### config.mk
export PLATFORM = sky130hd
export DESIGN_NAME = spi_slave_rx_mode1_flat
export DESIGN_NICKNAME = d
export VERILOG_FILES = /design/src/rtl/spi_slave_rx_mode1_if.sv /design/src/rtl/spi_slave_rx_mode1.sv /design/src/flat_wrapper.sv
export SDC_FILE = /design/constraint.sdc
export NUM_CORES = 1
export LEC_CHECK = 0
export CORE_ASPECT_RATIO = 0.8
export CORE_UTILIZATION = 45
export DETAILED_ROUTE_END_ITERATION = 12
export DONT_BUFFER_PORTS = 1
export PLACE_DENSITY = 0.64
export SLEW_MARGIN = 20
export SYNTH_ARGS = -nofsm -noshare
export SYNTH_HDL_FRONTEND = slang
export SYNTH_SLANG_ARGS = --single-unit
### constraint.sdc
create_clock -name In_clk -period 2.38 [get_ports In_clk]
set_input_delay 0.476 -clock In_clk [delete_from_list [all_inputs] [get_ports In_clk]]
set_output_delay 0.476 -clock In_clk [all_outputs]
set_load 0.1 [all_outputs]
### src/rtl/spi_slave_rx_mode1_if.sv
// rtl/spi_slave_rx_mode1_if.sv - SPI mode-1 receive link: serial inputs and received-word outputs
interface spi_slave_rx_mode1_if #(
    parameter int DATA_WIDTH = 8
);
    logic                  In_spi_cs_n;
    logic                  In_spi_sclk;
    logic                  In_spi_mosi;
    logic [DATA_WIDTH-1:0] Out_rx_data;
    logic                  Out_rx_valid;
    logic                  Out_rx_busy;
    logic                  Out_frame_err;

    modport master (
        output In_spi_cs_n, In_spi_sclk, In_spi_mosi,
        input  Out_rx_data, Out_rx_valid, Out_rx_busy, Out_frame_err
    );

    modport slave (
        input  In_spi_cs_n, In_spi_sclk, In_spi_mosi,
        output Out_rx_data, Out_rx_valid, Out_rx_busy, Out_frame_err
    );
endinterface

### src/rtl/spi_slave_rx_mode1.sv
// rtl/spi_slave_rx_mode1.sv - SPI mode-1 (CPOL=0, CPHA=1) slave receiver, MSB first
module spi_slave_rx_mode1 #(
    parameter int DATA_WIDTH  = 8,
    parameter int SYNC_STAGES = 2
) (
    input  logic                  In_clk,
    input  logic                  In_rst_n,
    spi_slave_rx_mode1_if.slave   bus
);
    localparam int CNT_W = (DATA_WIDTH > 2) ? $clog2(DATA_WIDTH) : 1;
    localparam logic [CNT_W-1:0] LAST_BIT = CNT_W'(DATA_WIDTH - 1);

    typedef enum logic {
        IDLE = 1'b0,
        RECV = 1'b1
    } state_t;

    state_t                  state_q;
    logic [SYNC_STAGES-1:0]  cs_sync_q;
    logic [SYNC_STAGES-1:0]  sclk_sync_q;
    logic [SYNC_STAGES-1:0]  mosi_sync_q;
    logic                    sclk_prev_q;
    logic [DATA_WIDTH-1:0]   shift_q;
    logic [CNT_W-1:0]        bit_cnt_q;
    logic [DATA_WIDTH-1:0]   rx_data_q;
    logic                    rx_valid_q;
    logic                    rx_busy_q;
    logic                    frame_err_q;

    logic                    cs_n_s;
    logic                    sclk_s;
    logic                    mosi_s;
    logic                    fall;
    logic                    word_done;
    logic [DATA_WIDTH-1:0]   shift_d;
    logic [CNT_W-1:0]        bit_cnt_d;

    // All three chains share one depth, so MOSI lines up with the detected SCLK edge.
    assign cs_n_s = cs_sync_q[SYNC_STAGES-1];
    assign sclk_s = sclk_sync_q[SYNC_STAGES-1];
    assign mosi_s = mosi_sync_q[SYNC_STAGES-1];
    assign fall   = sclk_prev_q & ~sclk_s;

    always_comb begin
        shift_d   = {shift_q[DATA_WIDTH-2:0], mosi_s};
        word_done = fall && (bit_cnt_q == LAST_BIT);
        bit_cnt_d = bit_cnt_q;
        if (fall) begin
            bit_cnt_d = word_done ? '0 : bit_cnt_q + 1'b1;
        end
    end

    always_ff @(posedge In_clk or negedge In_rst_n) begin
        if (!In_rst_n) begin
            cs_sync_q   <= '1;
            sclk_sync_q <= '0;
            mosi_sync_q <= '0;
            sclk_prev_q <= 1'b0;
            state_q     <= IDLE;
            shift_q     <= '0;
            bit_cnt_q   <= '0;
            rx_data_q   <= '0;
            rx_valid_q  <= 1'b0;
            rx_busy_q   <= 1'b0;
            frame_err_q <= 1'b0;
        end else begin
            cs_sync_q   <= {cs_sync_q[SYNC_STAGES-2:0], bus.In_spi_cs_n};
            sclk_sync_q <= {sclk_sync_q[SYNC_STAGES-2:0], bus.In_spi_sclk};
            mosi_sync_q <= {mosi_sync_q[SYNC_STAGES-2:0], bus.In_spi_mosi};
            sclk_prev_q <= sclk_s;
            rx_valid_q  <= 1'b0;
            frame_err_q <= 1'b0;

            case (state_q)
                IDLE: begin
                    shift_q   <= '0;
                    bit_cnt_q <= '0;
                    if (!cs_n_s) begin
                        state_q   <= RECV;
                        rx_busy_q <= 1'b1;
                    end
                end
                RECV: begin
                    if (word_done) begin
                        rx_data_q  <= shift_d;
                        rx_valid_q <= 1'b1;
                    end
                    // A fall that completes the word in the same cycle CS_n rises leaves
                    // bit_cnt_d at zero, so the frame closes cleanly.
                    if (cs_n_s) begin
                        state_q     <= IDLE;
                        rx_busy_q   <= 1'b0;
                        shift_q     <= '0;
                        bit_cnt_q   <= '0;
                        frame_err_q <= (bit_cnt_d != '0);
                    end else if (fall) begin
                        shift_q   <= shift_d;
                        bit_cnt_q <= bit_cnt_d;
                    end
                end
                default: begin
                    state_q   <= IDLE;
                    rx_busy_q <= 1'b0;
                end
            endcase
        end
    end

    assign bus.Out_rx_data   = rx_data_q;
    assign bus.Out_rx_valid  = rx_valid_q;
    assign bus.Out_rx_busy   = rx_busy_q;
    assign bus.Out_frame_err = frame_err_q;
endmodule

### src/flat_wrapper.sv
// flat-port wrapper written by rule: the top's interface ports become plain ports
module spi_slave_rx_mode1_flat 
#(
    parameter int DATA_WIDTH  = 8,
    parameter int SYNC_STAGES = 2
)
  (In_clk, In_rst_n, bus_In_spi_cs_n, bus_In_spi_sclk, bus_In_spi_mosi, bus_Out_rx_data, bus_Out_rx_valid, bus_Out_rx_busy, bus_Out_frame_err);
  spi_slave_rx_mode1_if #(.DATA_WIDTH(DATA_WIDTH)) bus_i ();
  input  logic In_clk;
  input  logic In_rst_n;
  input wire logic [$bits(bus_i.In_spi_cs_n)-1:0] bus_In_spi_cs_n;
  input wire logic [$bits(bus_i.In_spi_sclk)-1:0] bus_In_spi_sclk;
  input wire logic [$bits(bus_i.In_spi_mosi)-1:0] bus_In_spi_mosi;
  output wire logic [$bits(bus_i.Out_rx_data)-1:0] bus_Out_rx_data;
  output wire logic [$bits(bus_i.Out_rx_valid)-1:0] bus_Out_rx_valid;
  output wire logic [$bits(bus_i.Out_rx_busy)-1:0] bus_Out_rx_busy;
  output wire logic [$bits(bus_i.Out_frame_err)-1:0] bus_Out_frame_err;
  assign bus_i.In_spi_cs_n = bus_In_spi_cs_n;
  assign bus_i.In_spi_sclk = bus_In_spi_sclk;
  assign bus_i.In_spi_mosi = bus_In_spi_mosi;
  assign bus_Out_rx_data = bus_i.Out_rx_data;
  assign bus_Out_rx_valid = bus_i.Out_rx_valid;
  assign bus_Out_rx_busy = bus_i.Out_rx_busy;
  assign bus_Out_frame_err = bus_i.Out_frame_err;
  spi_slave_rx_mode1 #(.DATA_WIDTH(DATA_WIDTH), .SYNC_STAGES(SYNC_STAGES)) u_core (.In_clk(In_clk), .In_rst_n(In_rst_n), .bus(bus_i));
endmodule
==> results.cfg, run 1 <==
[critical_path]
crit_arrival_ns = 1.27
worstPathMaxFanout = 2
crit_path_end_kind = primary output
cp-start-kind = register
r2r_slack_ns = 0.84
setup.worst_path.class = register to primary output
crit_required_ns = 1.90

[route]
routed_wl_mm = 1.71
detailroute.wirelength.met2_um = 756
via_per_inst = 5.52
top_layer_used_by_detailed_routing = met4
drt_pass1_iterations = 8
wirelength_met1_um = 791
drt-initial-drc-count = 12
antenna_violating_nets_post_route = 0
drc = 2
routed-via-count = 662
wire_per_inst_um = 14.3
met3RoutedLength_um = 116

[yosys]
synth.top_cells.by_area = sky130_fd_sc_hd__dfrtp_1, sky130_fd_sc_hd__mux2_2, sky130_fd_sc_hd__nand2_1
netlist_instances = 84
yosysTopAreaCellShare_pct = 62.8
ys_seq_elements = 29
synth.cell_area_um2 = 1080
syn_nets = 91
syn_area_per_cell_um2 = 12.8
yosys_warnings = 0
synth.yosys.seq_area_share_pct = 67.7
synth_cell_type_count = 18
synth_largest_area_cell = sky130_fd_sc_hd__dfrtp_1

[floorplan]
core_area_um2 = 2210
initial_utilization_pct = 48.6
row_count = 15
fp.dieArea_um2 = 2590
ioPinCount = 16
floorplan.die.width_um = 56.7
y_dimension_of_the_die_um = 45.7

[timing]
totalNegativeSetupSlack_ns = 0
grt_setup_unrepaired = no
final_max_slew_viols = 0
number_of_setup_violations_in_the_final_report = 0
worst_clock_skew_ns = 0.00729
min_period_over_period_pct = 73.4
tightestPinTransition_ns = 0.907
period_needed_ns = 1.75
finalHoldViolCount = 0
timing.max_slew.rel_slack_pct = 39.5
fmax_ghz = 0.573

[clock_tree]
cts_resized = 0
clock_tree.buffer_depth = 2
cts-buffers-inserted = 5
htreeDepth = 2
clock_sinks = 29
cts.root.buffer_cell = sky130_fd_sc_hd__clkbuf_4
worst_skew_late_latency_ns = 0.33
cts.clk_slew.worst_paths_ns = 0.09
cts_tree = yes

[power_and_ir_drop]
cellLeakagePower_nw = 0.578
peakVddDrop_v = 0.000341
power.density_nw_per_um2 = 721

[layout]
final_layout_size_suffix_gt1_share_pct = 23.2
antenna_fix_cells = 0
final_core_util_pct = 54.5
synthToLayoutAreaGrowth_pct = 12.2
fin_nets = 101
finish.cell_count_without_fillers = 120

[status]
violations = DRC
result_of_the_run = complete, but fails checks

[global_routing]
grt_antenna_before_repair = 0
global_route.usage.total_pct = 15.5
grt_max_degree = 30
first_global_vias = 609
globalRoute.totalOverflow = 0
global_route_wire_length_before_repair_mm = 2.75

[run]
max-cap-violations = 0

[place]
numPortBuffers = 0
hpwlAfterDp_mm = 1.05
place.detailed.instances = 110
final_weighted_congestion_in_routability_driven_placement = 0.725

[hold_path]
hold_path_class = input port to register
## per-layer routing
layer | up-vias | track usage [%]
li1 | 299 | -
met1 | 331 | 18.3
met2 | 25 | 22.9
met3 | 7 | 6.82
met4 | 0 | 12.0
met5 | - | 0
## cells in the mapped netlist, drive strengths merged
| cell | number |
|---|---|
| nor4 | 1 |
| a2111oi | 1 |
| dfstp | 2 |
| or3 | 2 |
| nor2b | 1 |
| a21o | 1 |
| nand2b | 1 |
| inv | 4 |
| mux2 | 8 |
| maj3 | 1 |
| nor2 | 1 |
| a21oi | 10 |
| buf | 1 |
| nand2 | 19 |
| nand3 | 1 |
| clkbuf | 1 |
| ha | 2 |
| dfrtp | 27 |
## cell type report
type | count | area [um2]
tap | 25 | 31.3
fill | 199 | 1010
sequential | 29 | 728
timing repair buffer | 5 | 52.6
inverter | 4 | 15.0
clock buffer | 8 | 58.8
multi-input combinational | 49 | 322
## flip-flops by register name (all words and copies together) (netlist names), 2 cells and up
register	cells
u_core.shift_q	7
u_core.cs_sync_q	2
u_core.sclk_sync_q	2
u_core.bus.Out_rx_data	8
u_core.bit_cnt_q	3
u_core.mosi_sync_q	2
## power by group
part           switching (mW)  internal [mW]  total, mW
clock                   0.163          0.145      0.309
sequential             0.0187          0.503      0.522
combinational          0.0279         0.0117     0.0395
total                   0.210          0.661      0.870
## per-stage QoR
stage          total power, mW  setup WS, ns  cell area, um2  hold WS (ns)
2_1_floorplan            0.552         0.962            1080         0.180
3_3_place_gp             0.557         0.925            1120         0.181
3_5_place_dp             0.558         0.890            1120         0.181
4_1_cts                  0.880         0.622            1210         0.134
5_1_grt                  0.907         0.593            1210         0.117
6_report                 0.870         0.634            1210         0.143
## cells in the final DEF (no fill, tap or decap), drive strengths merged
master	n
dfrtp	27
nand2	19
a21oi	10
mux2	8
clkbuf	8
inv	4
buf	4
or3	2
ha	2
dfstp	2
nor2b	1
nand3	1
a21o	1
nand2b	1
nor2	1
nor4	1
a2111oi	1
maj3	1
dlygate4sd3	1
## worst paths after layout
check	end	cells past startpoint	from
worst max-delay path	bus_Out_rx_data[4]	0	u_core.bus.Out_rx_data[4]
worst min-delay path	u_core.cs_sync_q[0]	0	bus_In_spi_cs_n
worst max register to register	u_core.bit_cnt_q[0]	4	u_core.bit_cnt_q[0]
worst min register to register	u_core.sclk_sync_q[1]	0	u_core.sclk_sync_q[0]
max in group asynchronous	u_core.cs_sync_q[0]	2	In_rst_n
min in group asynchronous	u_core.bit_cnt_q[2]	2	In_rst_n
## logic make-up (layout without fill, tap and decap cells)
group,Yosys count,in the layout,synth area share (%)
AO/OA/AOI/OAI,12,12,6.74
AND/OR/NAND/NOR,26,26,11.5
flip-flops,29,29,67.7
buffers and inverters,6,17,2.44
adder cells (fa/ha/maj),3,3,3.26
multiplexers,8,8,8.37
## repair_timing
item	in CTS	in global routing
endpoints found under the hold margin	29	0
hold buffers	2	0
setup endpoints to repair	0	0
buffers inserted	0	0
Note: power is estimated with default switching activity, not from simulation.
==> run 2: changes to the inputs <==
PLACE_DENSITY = 0.66   (was 0.64)
clock period = 1.5 ns   (was 2.38 ns; I/O delays follow)
==> results.cfg, run 2 (synthesis gave the netlist of run 1 again) <==
[place]
numPortBuffers = 0
place.detailed.instances = 121
hpwlAfterDp_mm = 1.18
final_weighted_congestion_in_routability_driven_placement = 0.703
pre_cts_ws_ns = 0.0282

[timing]
final_critical_path_setup_slack_ns = 0.0479
finalHoldViolCount = 0
totalNegativeSetupSlack_ns = 0
tightestPinTransition_ns = 0.522
timing.max_slew.rel_slack_pct = 64.9
min_period_over_period_pct = 96.8
final_max_slew_viols = 0
grt_setup_unrepaired = yes
period_needed_ns = 1.45
number_of_setup_violations_in_the_final_report = 0
worst_clock_skew_ns = 0.0103
fmax_ghz = 0.689

[clock_tree]
worst_skew_late_latency_ns = 0.32
cts_tree = yes
cts.clk_slew.worst_paths_ns = 0.09
cts-buffers-inserted = 5
cts.root.buffer_cell = sky130_fd_sc_hd__clkbuf_4
clock_tree.buffer_depth = 2
htreeDepth = 2
clock_sinks = 29

[layout]
finish.cell_count_without_fillers = 135
final_layout_size_suffix_gt1_share_pct = 35.5
antenna_fix_cells = 0
largest_register_ffs = 8
fin_nets = 116
most-common-layout-cells = sky130_fd_sc_hd__dfrtp_1, sky130_fd_sc_hd__nand2_1, sky130_fd_sc_hd__buf_4
final_common_cell = sky130_fd_sc_hd__dfrtp_1
synthToLayoutAreaGrowth_pct = 30.2

[floorplan]
floorplan.die.width_um = 56.7
initial_utilization_pct = 48.6
row_count = 15
fp.dieArea_um2 = 2590
ioPinCount = 16
core_area_um2 = 2210
y_dimension_of_the_die_um = 45.7

[critical_path]
slowest_delay_ns = 0.40
critPathSlowestCell = sky130_fd_sc_hd__dfrtp_1
crit_required_ns = 1.72
crit_path_end_kind = register
worst_path_dominant_cell_family = adder cells
worstPathMaxFanout = 2
critical_path.reg2reg.endpoint = u_core.bus.Out_frame_err
worstPathCellList = ha_2 -> ha_4 -> inv_2 -> a21o_1 -> a2111oi_4
r2r_slack_ns = 0.05
reg2regPathDepth = 5
setup.worst_path.class = register to register
regToRegStartpoint = u_core.bit_cnt_q[0]
cp-start-kind = register
crit_arrival_ns = 1.67
critical_path_launch_point = u_core.bit_cnt_q[0]
critical_path_buf_inv_count = 1

[status]
result_of_the_run = complete, but fails checks
violations = DRC

[global_routing]
first_global_vias = 674
globalRoute.totalOverflow = 0
global_route.usage.total_pct = 16.8
grt_max_degree = 30
grt_antenna_before_repair = 0
global_route_wire_length_before_repair_mm = 2.96

[power_and_ir_drop]
cellLeakagePower_nw = 0.661
comb_power_share_pct = 7.9
power.density_nw_per_um2 = 998
clockPowerShare_pct = 34.3
peakVddDrop_v = 0.000562
power.sequential.fraction_pct = 57.8
post-layout-total-power_mw = 1.40
netSwitchingFraction_pct = 23.6
power.switching_mw = 0.330
power.internal_mw = 1.07

[hold_path]
min_delay_path_depth = 0
min_to = u_core.sclk_sync_q[1]
hp-start = u_core.sclk_sync_q[0]
hold_path_class = register to register

[route]
drc = 4
via_per_inst = 5.11
wire_per_inst_um = 13.3
drt-initial-drc-count = 17
drt_pass1_iterations = 8
antenna_violating_nets_post_route = 0
routed-via-count = 690
routed_wl_mm = 1.79

[run]
max-cap-violations = 0
==> run 2: cell count changes in the layout (fill, tap and decap cells not counted), moves of 2 or more <==
cell                            change
sky130_fd_sc_hd__buf_4              +9
sky130_fd_sc_hd__buf_12             +3
sky130_fd_sc_hd__dlygate4sd3_1      +3
sky130_fd_sc_hd__ha_1               -2
==> run 2: repair_timing <==
item	4_1_cts	5_1_grt
endpoints found under the setup margin	0	4
endpoints found under the hold margin	32	0
hold buffers	5	0
setup buffers	0	1
gates resized for setup	0	6
==> run 2: worst max-delay path by stage <==
stage	end	cells after the start
final	u_core.bus.Out_frame_err	5
after floorplan	u_core.bit_cnt_q[2]	5
after detailed placement	u_core.bus.Out_frame_err	5
after CTS	u_core.bus.Out_frame_err	5
after global placement	u_core.bus.Out_frame_err	5
after global routing	u_core.bus.Out_frame_err	5
==> run 2: cell type report <==
type | count | area [um2]
flip-flops and latches | 29 | 728
well taps | 25 | 31.3
multi-input cells | 49 | 358
fillers | 187 | 813
inverters | 4 | 15.0
clock buffers | 8 | 58.8
repair buffers | 20 | 210
==> run 2: per-layer routing <==
layer	share of wire (%)	vias up	track usage (%)
li1	-	333	-
met1	45	333	19.1
met2	47	20	25.0
met3	6.6	4	9.09
met4	1.4	0	11.0
met5	0	-	0
==> run 2: stage by stage <==
| step | hold WS (ns) | area [um2] | util [%] |
|---|---|---|---|
| final | 0.351 | 1400 | 63.3 |
| after global routing | 0.361 | 1400 | 63.3 |
| after CTS | 0.354 | 1360 | 61.3 |
| after detailed placement | 0.00512 | 1240 | 55.9 |
| after global placement | 0.00509 | 1240 | 55.9 |
| after floorplan | 0.00441 | 1080 | - |
==> run 2: power by group through the flow <==
stage	Sequential, mW	Clock (mW)	Combinational (mW)
floorplan	0.849	0	0.0263
global placement	0.824	0	0.0755
detailed placement	0.825	0	0.0770
CTS	0.810	0.498	0.107
global route	0.812	0.532	0.117
finish	0.809	0.480	0.110
==> run 3: changes to the inputs <==
CELL_PAD_IN_SITES_DETAIL_PLACEMENT = 1   (was default)
CELL_PAD_IN_SITES_GLOBAL_PLACEMENT = 2   (was default)
CORE_UTILIZATION = 36   (was 45)
PLACE_DENSITY = 0.75   (was 0.66)
==> results.cfg, run 3 (synthesis gave the netlist of run 1 again) <==
[status]
result_of_the_run = completed

[critical_path]
critical_path.reg2reg.endpoint = u_core.bus.Out_frame_err
worstPathMaxFanout = 3
worstPathCellList = ha_2 -> ha_4 -> inv_2 -> a21o_1 -> a2111oi_4
crit_required_ns = 1.68
critical_path_launch_point = u_core.bit_cnt_q[1]
reg2regPathDepth = 5
crit_arrival_ns = 1.64
setup.worst_path.class = register to register
critPathSlowestCell = sky130_fd_sc_hd__dfrtp_1
regToRegStartpoint = u_core.bit_cnt_q[1]
r2r_slack_ns = 0.04
cp-start-kind = register
crit_path_end_kind = register
slowest_delay_ns = 0.41

[global_routing]
first_global_vias = 725
grt_antenna_before_repair = 0
globalRoute.totalOverflow = 0
global_route_wire_length_before_repair_mm = 3.42
global_route.usage.total_pct = 15.6
grt_max_degree = 30

[route]
drc = 0
via_per_inst = 4.67
routed-via-count = 687
antenna_violating_nets_post_route = 0
drt_pass1_iterations = 3
routed_wl_mm = 2.09
drt-initial-drc-count = 18
wire_per_inst_um = 14.2

[hold_path]
hold_path_class = input port to register
min_delay_path_depth = 0
min_to = u_core.sclk_sync_q[0]
hp-start = bus_In_spi_sclk

[layout]
antenna_fix_cells = 0
final-seq-area_um2 = 728
area_used_by_multi_input_combinational_logic_um2 = 355
nFillCells = 292
most-common-layout-cells = sky130_fd_sc_hd__dfrtp_1, sky130_fd_sc_hd__nand2_1, sky130_fd_sc_hd__buf_4
final_layout_size_suffix_gt1_share_pct = 38.5
synthToLayoutAreaGrowth_pct = 35.5
final_common_cell = sky130_fd_sc_hd__dfrtp_1
fin_nets = 115
largest_register_ffs = 8

[timing]
worst_clock_skew_ns = 0.00369
timing.max_slew.rel_slack_pct = 69.3
final_critical_path_setup_slack_ns = 0.0373
tightestPinTransition_ns = 0.456
whs_ns = 0.0466
totalNegativeSetupSlack_ns = 0
final_max_slew_viols = 0
period_needed_ns = 1.46
finalHoldViolCount = 0
min_period_over_period_pct = 97.5
grt_setup_unrepaired = yes
fmax_ghz = 0.684
number_of_setup_violations_in_the_final_report = 0

[clock_tree]
cts_tree = yes
cts.clk_slew.worst_paths_ns = 0.06
clock_tree.buffer_depth = 2
htreeDepth = 2
worst_skew_late_latency_ns = 0.28
cts.root.buffer_cell = sky130_fd_sc_hd__clkbuf_8
clock_sinks = 29
cts-buffers-inserted = 5

[floorplan]
fp.dieArea_um2 = 3210
y_dimension_of_the_die_um = 50.9
initial_utilization_pct = 38.3
floorplan.die.width_um = 63.1
row_count = 17
ioPinCount = 16
core_area_um2 = 2810

[place]
final_weighted_congestion_in_routability_driven_placement = 0.721
hpwlAfterDp_mm = 1.41
pre_cts_ws_ns = 0.0276
numPortBuffers = 0

[run]
max-cap-violations = 0

[power_and_ir_drop]
clockPowerShare_pct = 43.4
netSwitchingFraction_pct = 23.0
peakVddDrop_v = 0.000705
power.sequential.fraction_pct = 49.9
comb_power_share_pct = 6.7
power.internal_mw = 1.25
power.switching_mw = 0.374
cellLeakagePower_nw = 0.681
power.density_nw_per_um2 = 1110
==> run 3: cell types whose count changed in the layout (fill, tap and decap cells not counted) <==
cell                            before  now
sky130_fd_sc_hd__or3_4               1    0
sky130_fd_sc_hd__nor2b_1             1    0
sky130_fd_sc_hd__dlygate4sd3_1       4    2
sky130_fd_sc_hd__nor2b_2             0    1
sky130_fd_sc_hd__clkbuf_1            2    0
sky130_fd_sc_hd__clkbuf_4            5    0
sky130_fd_sc_hd__clkinv_2            0    1
sky130_fd_sc_hd__clkbuf_8            1    7
sky130_fd_sc_hd__buf_12              4    5
sky130_fd_sc_hd__or3_1               1    2
==> run 3: power by group through the flow <==
| stage | sequential, mW | combinational, mW | clock, mW |
|---|---|---|---|
| detailed placement | 0.825 | 0.0802 | 0 |
| global route | 0.813 | 0.119 | 0.770 |
| CTS | 0.811 | 0.105 | 0.728 |
| global placement | 0.824 | 0.0785 | 0 |
| floorplan | 0.849 | 0.0263 | 0 |
| finish | 0.811 | 0.109 | 0.705 |
==> run 3: worst max-delay path: cells and delay by family, from the launching register on <==
| kind | cells | cell delay (ns) |
|---|---|---|
| adder cells (fa/ha/maj) | 2 | 0.46 |
| AO/OA/AOI/OAI | 2 | 0.47 |
| flip-flops | 1 | 0.41 |
| buffers and inverters | 1 | 0.03 |
==> run 3: worst max-delay path by stage <==
stage / cells after the start / end / slack [ns]
finish: 5 / u_core.bus.Out_frame_err / 0.04
global route: 5 / u_core.bus.Out_frame_err / -0.03
CTS: 5 / u_core.bit_cnt_q[2] / 0.01
detailed placement: 5 / u_core.bus.Out_frame_err / 0.03
global placement: 5 / u_core.bus.Out_frame_err / 0.08
floorplan: 5 / u_core.bit_cnt_q[2] / 0.08
==> run 3: what timing repair did <==
| item | 4_1_cts | 5_1_grt |
|---|---|---|
| setup endpoints to repair | 0 | 11 |
| hold endpoints to repair | 29 | 1 |
| setup buffers | 0 | 1 |
| hold buffers | 2 | 1 |
| gates resized for setup | 0 | 6 |
==> run 3: cell type report <==
class / instances / share of cell area [%]
multi-input combinational: 49 / 24.4
clock inverter: 1 / 0.343
inverter: 4 / 1.03
clock buffer: 7 / 6.61
tap: 38 / 3.26
sequential: 29 / 50.0
timing repair buffer: 19 / 14.4
==> run 3: routing by layer <==
metal	wire length (um)	part of all wire [%]	track usage, %	vias to the layer above
met5	0	0	0	-
met3	130	6.2	8.93	4
li1	-	-	-	326
met1	955	46	18.4	342
met2	972	47	22.4	15
met4	30	1.4	8.14	0
==> run 3: metrics by stage <==
step / instance area (um2) / util, % / std cells / total power, mW
floorplan: 1080 / - / 84 / 0.875
CTS: 1410 / 50.1 / 145 / 1.64
global route: 1460 / 51.9 / 147 / 1.70
global placement: 1270 / 45.4 / 135 / 0.903
finish: 1460 / 51.9 / 147 / 1.63
detailed placement: 1270 / 45.4 / 135 / 0.906
